## config.mk

```make
export PLATFORM = sky130hd
export DESIGN_NAME = arith_divider
export DESIGN_NICKNAME = d
export VERILOG_FILES = /design/src/rtl/arith_divider.sv
export SDC_FILE = /design/constraint.sdc
export NUM_CORES = 1
export LEC_CHECK = 0
export ABC_AREA = 0
export ABC_CLOCK_PERIOD_IN_PS = 2300
export CAP_MARGIN = 15
export CORE_UTILIZATION = 53
export CTS_CLUSTER_DIAMETER = 120
export DETAILED_ROUTE_END_ITERATION = 8
export GPL_TIMING_DRIVEN = 0
export PLACE_DENSITY = 0.76
export SYNTH_ARGS = -nofsm -noshare
export SYNTH_HDL_FRONTEND = slang
export SYNTH_SLANG_ARGS = --single-unit
export TNS_END_PERCENT = 1
```

## constraint.sdc

```tcl
create_clock -name clk -period 2.3 [get_ports clk]
set_input_delay 0.46 -clock clk [delete_from_list [all_inputs] [get_ports clk]]
set_output_delay 0.46 -clock clk [all_outputs]
set_load 0.02 [all_outputs]
```

## src/rtl/arith_divider.sv

```systemverilog
// 4-bit unsigned restoring divider: four iterations per quotient, direct post on divide-by-zero.
// Optional remainder output register is enabled by defining ARITH_DIVIDER_REMAINDER_EN.
module arith_divider (
   input  logic       clk,
   input  logic       rst_n,
   input  logic       start,
   input  logic [3:0] x,
   input  logic [3:0] y,
   output logic [3:0] q,
   output logic [3:0] r,
   output logic       busy,
   output logic       done,
   output logic       dz
);

   localparam int DATA_W = 4;

   // ZDIV spaces the divide-by-zero result one cycle after acceptance so that done
   // appears after the following edge, with busy never asserted on that path.
   typedef enum logic [1:0] {IDLE, RUN, ZDIV, DONE} state_t;

   state_t              state_q;
   logic [DATA_W-1:0]   dvd_q;
   logic [DATA_W-1:0]   dvs_q;
   logic [DATA_W-1:0]   rem_q;
   logic [DATA_W-1:0]   q_q;
   logic [1:0]          cnt_q;
   logic                busy_q;
   logic                done_q;
   logic                dz_q;
`ifdef ARITH_DIVIDER_REMAINDER_EN
   logic [DATA_W-1:0]   r_q;
`endif

   logic [DATA_W:0]     partial_d;
   logic [DATA_W:0]     trial_d;
   logic                qbit_d;
   logic [DATA_W-1:0]   rem_d;
   logic [DATA_W-1:0]   quo_d;

   // dvd_q shifts dividend bits out of the top and quotient bits in at the bottom.
   always_comb begin
      partial_d = {rem_q, dvd_q[DATA_W-1]};
      trial_d   = partial_d - {1'b0, dvs_q};
      qbit_d    = ~trial_d[DATA_W];
      rem_d     = qbit_d ? trial_d[DATA_W-1:0] : partial_d[DATA_W-1:0];
      quo_d     = {dvd_q[DATA_W-2:0], qbit_d};
   end

   always_ff @(posedge clk or negedge rst_n) begin
      if (!rst_n) begin
         state_q <= IDLE;
         dvd_q   <= '0;
         dvs_q   <= '0;
         rem_q   <= '0;
         q_q     <= '0;
         cnt_q   <= '0;
         busy_q  <= 1'b0;
         done_q  <= 1'b0;
         dz_q    <= 1'b0;
`ifdef ARITH_DIVIDER_REMAINDER_EN
         r_q     <= '0;
`endif
      end else begin
         case (state_q)
            IDLE: begin
               if (start) begin
                  dvd_q <= x;
                  dvs_q <= y;
                  rem_q <= '0;
                  cnt_q <= '0;
                  dz_q  <= 1'b0;
                  if (y == '0) begin
                     state_q <= ZDIV;
                  end else begin
                     state_q <= RUN;
                     busy_q  <= 1'b1;
                  end
               end
            end
            RUN: begin
               dvd_q <= quo_d;
               rem_q <= rem_d;
               cnt_q <= cnt_q + 2'd1;
               if (cnt_q == 2'd3) begin
                  state_q <= DONE;
                  busy_q  <= 1'b0;
                  done_q  <= 1'b1;
                  q_q     <= quo_d;
`ifdef ARITH_DIVIDER_REMAINDER_EN
                  r_q     <= rem_d;
`endif
               end
            end
            ZDIV: begin
               state_q <= DONE;
               done_q  <= 1'b1;
               dz_q    <= 1'b1;
               q_q     <= '1;
`ifdef ARITH_DIVIDER_REMAINDER_EN
               r_q     <= dvd_q;
`endif
            end
            DONE: begin
               state_q <= IDLE;
               done_q  <= 1'b0;
            end
            default: begin
               state_q <= IDLE;
               busy_q  <= 1'b0;
               done_q  <= 1'b0;
            end
         endcase
      end
   end

   assign q    = q_q;
   assign busy = busy_q;
   assign done = done_q;
   assign dz   = dz_q;
`ifdef ARITH_DIVIDER_REMAINDER_EN
   assign r    = r_q;
`else
   assign r    = '0;
`endif

endmodule

```

==> impl_results.rst <==
.. list-table::
   :header-rows: 1

   * - Metric
     - Value
   * - Prevailing post-synth register cell
     - dfrtp_1
   * - Fraction of layout cells with a size suffix above 1
     - approximately a tenth
   * - I/O pin count
     - 22
   * - Max_cap viols
     - 0
   * - Max Freq
     - ~460 MHz
   * - Reg-to-reg slack, setup
     - approximately 120 ps
   * - Register clock-pin slew on the reported worst setup and hold paths
     - 120 ps
   * - Setup_tns
     - 0 ps
   * - Clk_lat worst skew
     - slightly above 300 ps
   * - Startpoint of the lowest-slack register-to-register path
     - dvd_q[3]$_DFFE_PN0P_
   * - Arrival @ worst endpoint
     - roughly 2400 ps
   * - CTS resizes
     - 0
   * - Peak supply drop
     - roughly 1.0 mV
   * - Cell count of the worst reg-to-reg path
     - 8
   * - Result of the run
     - complete, no violations
   * - Class of the tightest hold or removal check
     - in2async
   * - Number of fillers in the final layout
     - between 200 and 250
   * - Leak Pwr
     - 0.767 nW
   * - Initial antenna violation count
     - 0
   * - Number of hold-repair buffers added at the cts stage
     - 0
   * - TritonCTS clock tree
     - built
   * - Critical R2R Capture
     - rem_q[0]$_DFFE_PN0P_
   * - RSZ-0062 raised after global routing
     - true
   * - Overall die area
     - roughly 2900 um2
   * - Async S/R FF share, synth
     - 100%
   * - Detailed-placement wirelength estimate
     - approximately 2.1 mm
   * - Number of nets at the end of the flow
     - 195
   * - Worst-case clock buffer depth
     - 2
   * - Effective utilization at floorplan
     - between 50% and 60%
   * - Overflow after GRT
     - 0
   * - Wire length per cell after detailed routing
     - roughly 14 um
   * - Width of the chip
     - about 53 um
   * - Post-route non-filler standard cell count
     - 202
   * - Largest net degree at the start of global routing
     - 24
   * - Cell at the root of the clock tree
     - clkbuf_4
   * - Number of H-tree branching levels
     - 1
   * - Highest net fanout along the worst path
     - 4
   * - Antenna-violating nets left
     - 0
   * - Final worst hold slack
     - 403 ps
   * - Vias per Instance
     - between 5 and 6
   * - Sequential area share after synthesis
     - 41.1%
   * - Most common library cell in the layout ignoring fill and taps
     - dfrtp_1
   * - Cell Area, Synth
     - 1400 um2
   * - Final WL
     - 2.78 mm
   * - Via count of the first global-routing pass
     - roughly 1,100
   * - Post-route core utilization
     - between 60% and 70%
   * - Die Y-Extent
     - roughly 53 um
   * - Distinct cell type count after synthesis
     - 40
   * - Total routing usage reported by global routing
     - a little under a quarter
   * - Final-report max-slew violation count
     - 0
   * - Shortest clock period the worst path allows after layout
     - 2180 ps
   * - Number of setup violations in the final report
     - 0
   * - Required time worst endpoint
     - around 2500 ps
   * - Number of design rule violations left after detail routing
     - 0
   * - Vias
     - approximately 1,100
   * - First-pass GRT wire length
     - approximately 4.7 mm
   * - Count of final hold-check violations
     - 0
   * - Highest-count cells in the layout ignoring fill and taps
     - 23 x dfrtp_1, 17 x clkdlybuf4s50_1, 16 x nand2_1
   * - Number of optimization iterations in the first detailed-route pass
     - 4
   * - Class of the most critical setup path
     - reg2reg
   * - Floorplan Core Area
     - ~2500 um2
   * - Fin crit share
     - a little over nine tenths
   * - CTS Buf Count
     - 3
   * - Startpoint type of the worst setup path
     - flop
   * - Cell area power density
     - about 1200 nW/um2
   * - Avg Inst Size Synth
     - ~9.5 um2
   * - Setup bufs post-CTS
     - 0
   * - Synth Warn #
     - 0
   * - Cell count after placement
     - roughly 200
   * - Synthesized instance count
     - around 150
   * - Synthesis-stage register bit count
     - 23
   * - Number of synthesized flops with an enable pin
     - 0
   * - Standard-cell rows
     - 18
   * - N_diodes
     - 0
   * - Port bufs
     - 17
   * - Clock tree skew after final layout
     - between 2 and 2.5 ps
   * - Number of violations reported at the end of detailed-routing iteration 0
     - 28
   * - TritonCTS Sinks
     - 23
   * - Final weighted congestion in routability-driven placement
     - roughly 0.80
   * - Synthesis-to-layout area growth
     - 18.7%
   * - Crit end category
     - flop
## where the power goes
group          internal, mW  switching, mW
combinational         0.506          0.658
clock                0.0651          0.123
sequential            0.554          0.114
## cell usage after synthesis, drive strengths merged (4+ instances only)
library cell	instances	area share [%]
a21oi	10	3.6
nor3	4	1.4
buf	5	2.5
mux2	4	3.2
a211oi	7	3.8
nand2	16	4.3
dfrtp	23	41
o21ai	9	3.2
inv	13	3.5
nor2	7	1.9
nand2b	5	2.8
ha	10	8.9
mux2i	5	4.5
## critical path, stage by stage (launching register included)
cell	delay, ps
dfrtp_1	420
inv_1	100
ha_1	160
inv_1	50
fa_1	420
a211o_1	340
o21ai_2	120
nor4_1	70
a2111o_1	390
## layer usage
metal,global-route usage (%),vias to the layer above,routed length [um]
li1,-,564,-
met1,27.0,529,1260
met2,41.9,27,1380
met3,4.60,5,116
met4,6.58,0,32
met5,0,-,0
## flip-flops by register name (all words and copies together), names as in the netlist
name and count:
rem_q 4, q 4, dz 1, cnt_q 2, done 1, dvs_q 4, dvd_q 4, state_q 2
busy 1
## per-stage QoR
step	power, mW	setup slack [ps]	area, um2
finish	2.02	125	1660
global route	2.22	-3.85	1660
CTS	2.01	39.2	1650
detailed placement	1.82	63.9	1620
global placement	1.76	132	1620
floorplan	1.53	276	1410
## worst max-delay path by stage
| stage | start | to | cells past startpoint |
|---|---|---|---|
| after global routing | dvd_q[3]$_DFFE_PN0P_ | q[0]$_DFFE_PN0P_ | 8 |
| after global placement | dvd_q[3]$_DFFE_PN0P_ | rem_q[0]$_DFFE_PN0P_ | 8 |
| after CTS | dvd_q[3]$_DFFE_PN0P_ | rem_q[0]$_DFFE_PN0P_ | 8 |
| after floorplan | dvd_q[3]$_DFFE_PN0P_ | rem_q[0]$_DFFE_PN0P_ | 8 |
| final | dvd_q[3]$_DFFE_PN0P_ | rem_q[0]$_DFFE_PN0P_ | 8 |
| after detailed placement | dvd_q[3]$_DFFE_PN0P_ | rem_q[0]$_DFFE_PN0P_ | 8 |
## layout make-up
class / instances / area (um2) / share of cell area, %
plain buffers: 6 / 38.8 / 2.33
clock buffers: 3 / 22.5 / 1.36
clock inverters: 1 / 5.00 / 0.301
inverters: 13 / 48.8 / 2.94
multi-input cells: 108 / 752 / 45.3
flip-flops and latches: 23 / 576 / 34.6
well taps: 30 / 37.5 / 2.26
repair buffers: 18 / 181 / 10.9
## cell families (layout without fill, tap and decap cells)
kind of cell | count (synthesis) | after routing | share of synthesized area, %
XOR/XNOR | 1 | 1 | 0.626
multiplexers | 9 | 9 | 7.69
AND/OR/NAND/NOR | 44 | 44 | 15.9
other | 1 | 4 | 0.268
adder cells (fa/ha/maj) | 11 | 11 | 10.4
flip-flops | 23 | 23 | 41.1
AO/OA/AOI/OAI | 39 | 39 | 17.8
buffers and inverters | 19 | 41 | 6.26
Power figures use the tool's default switching activity.
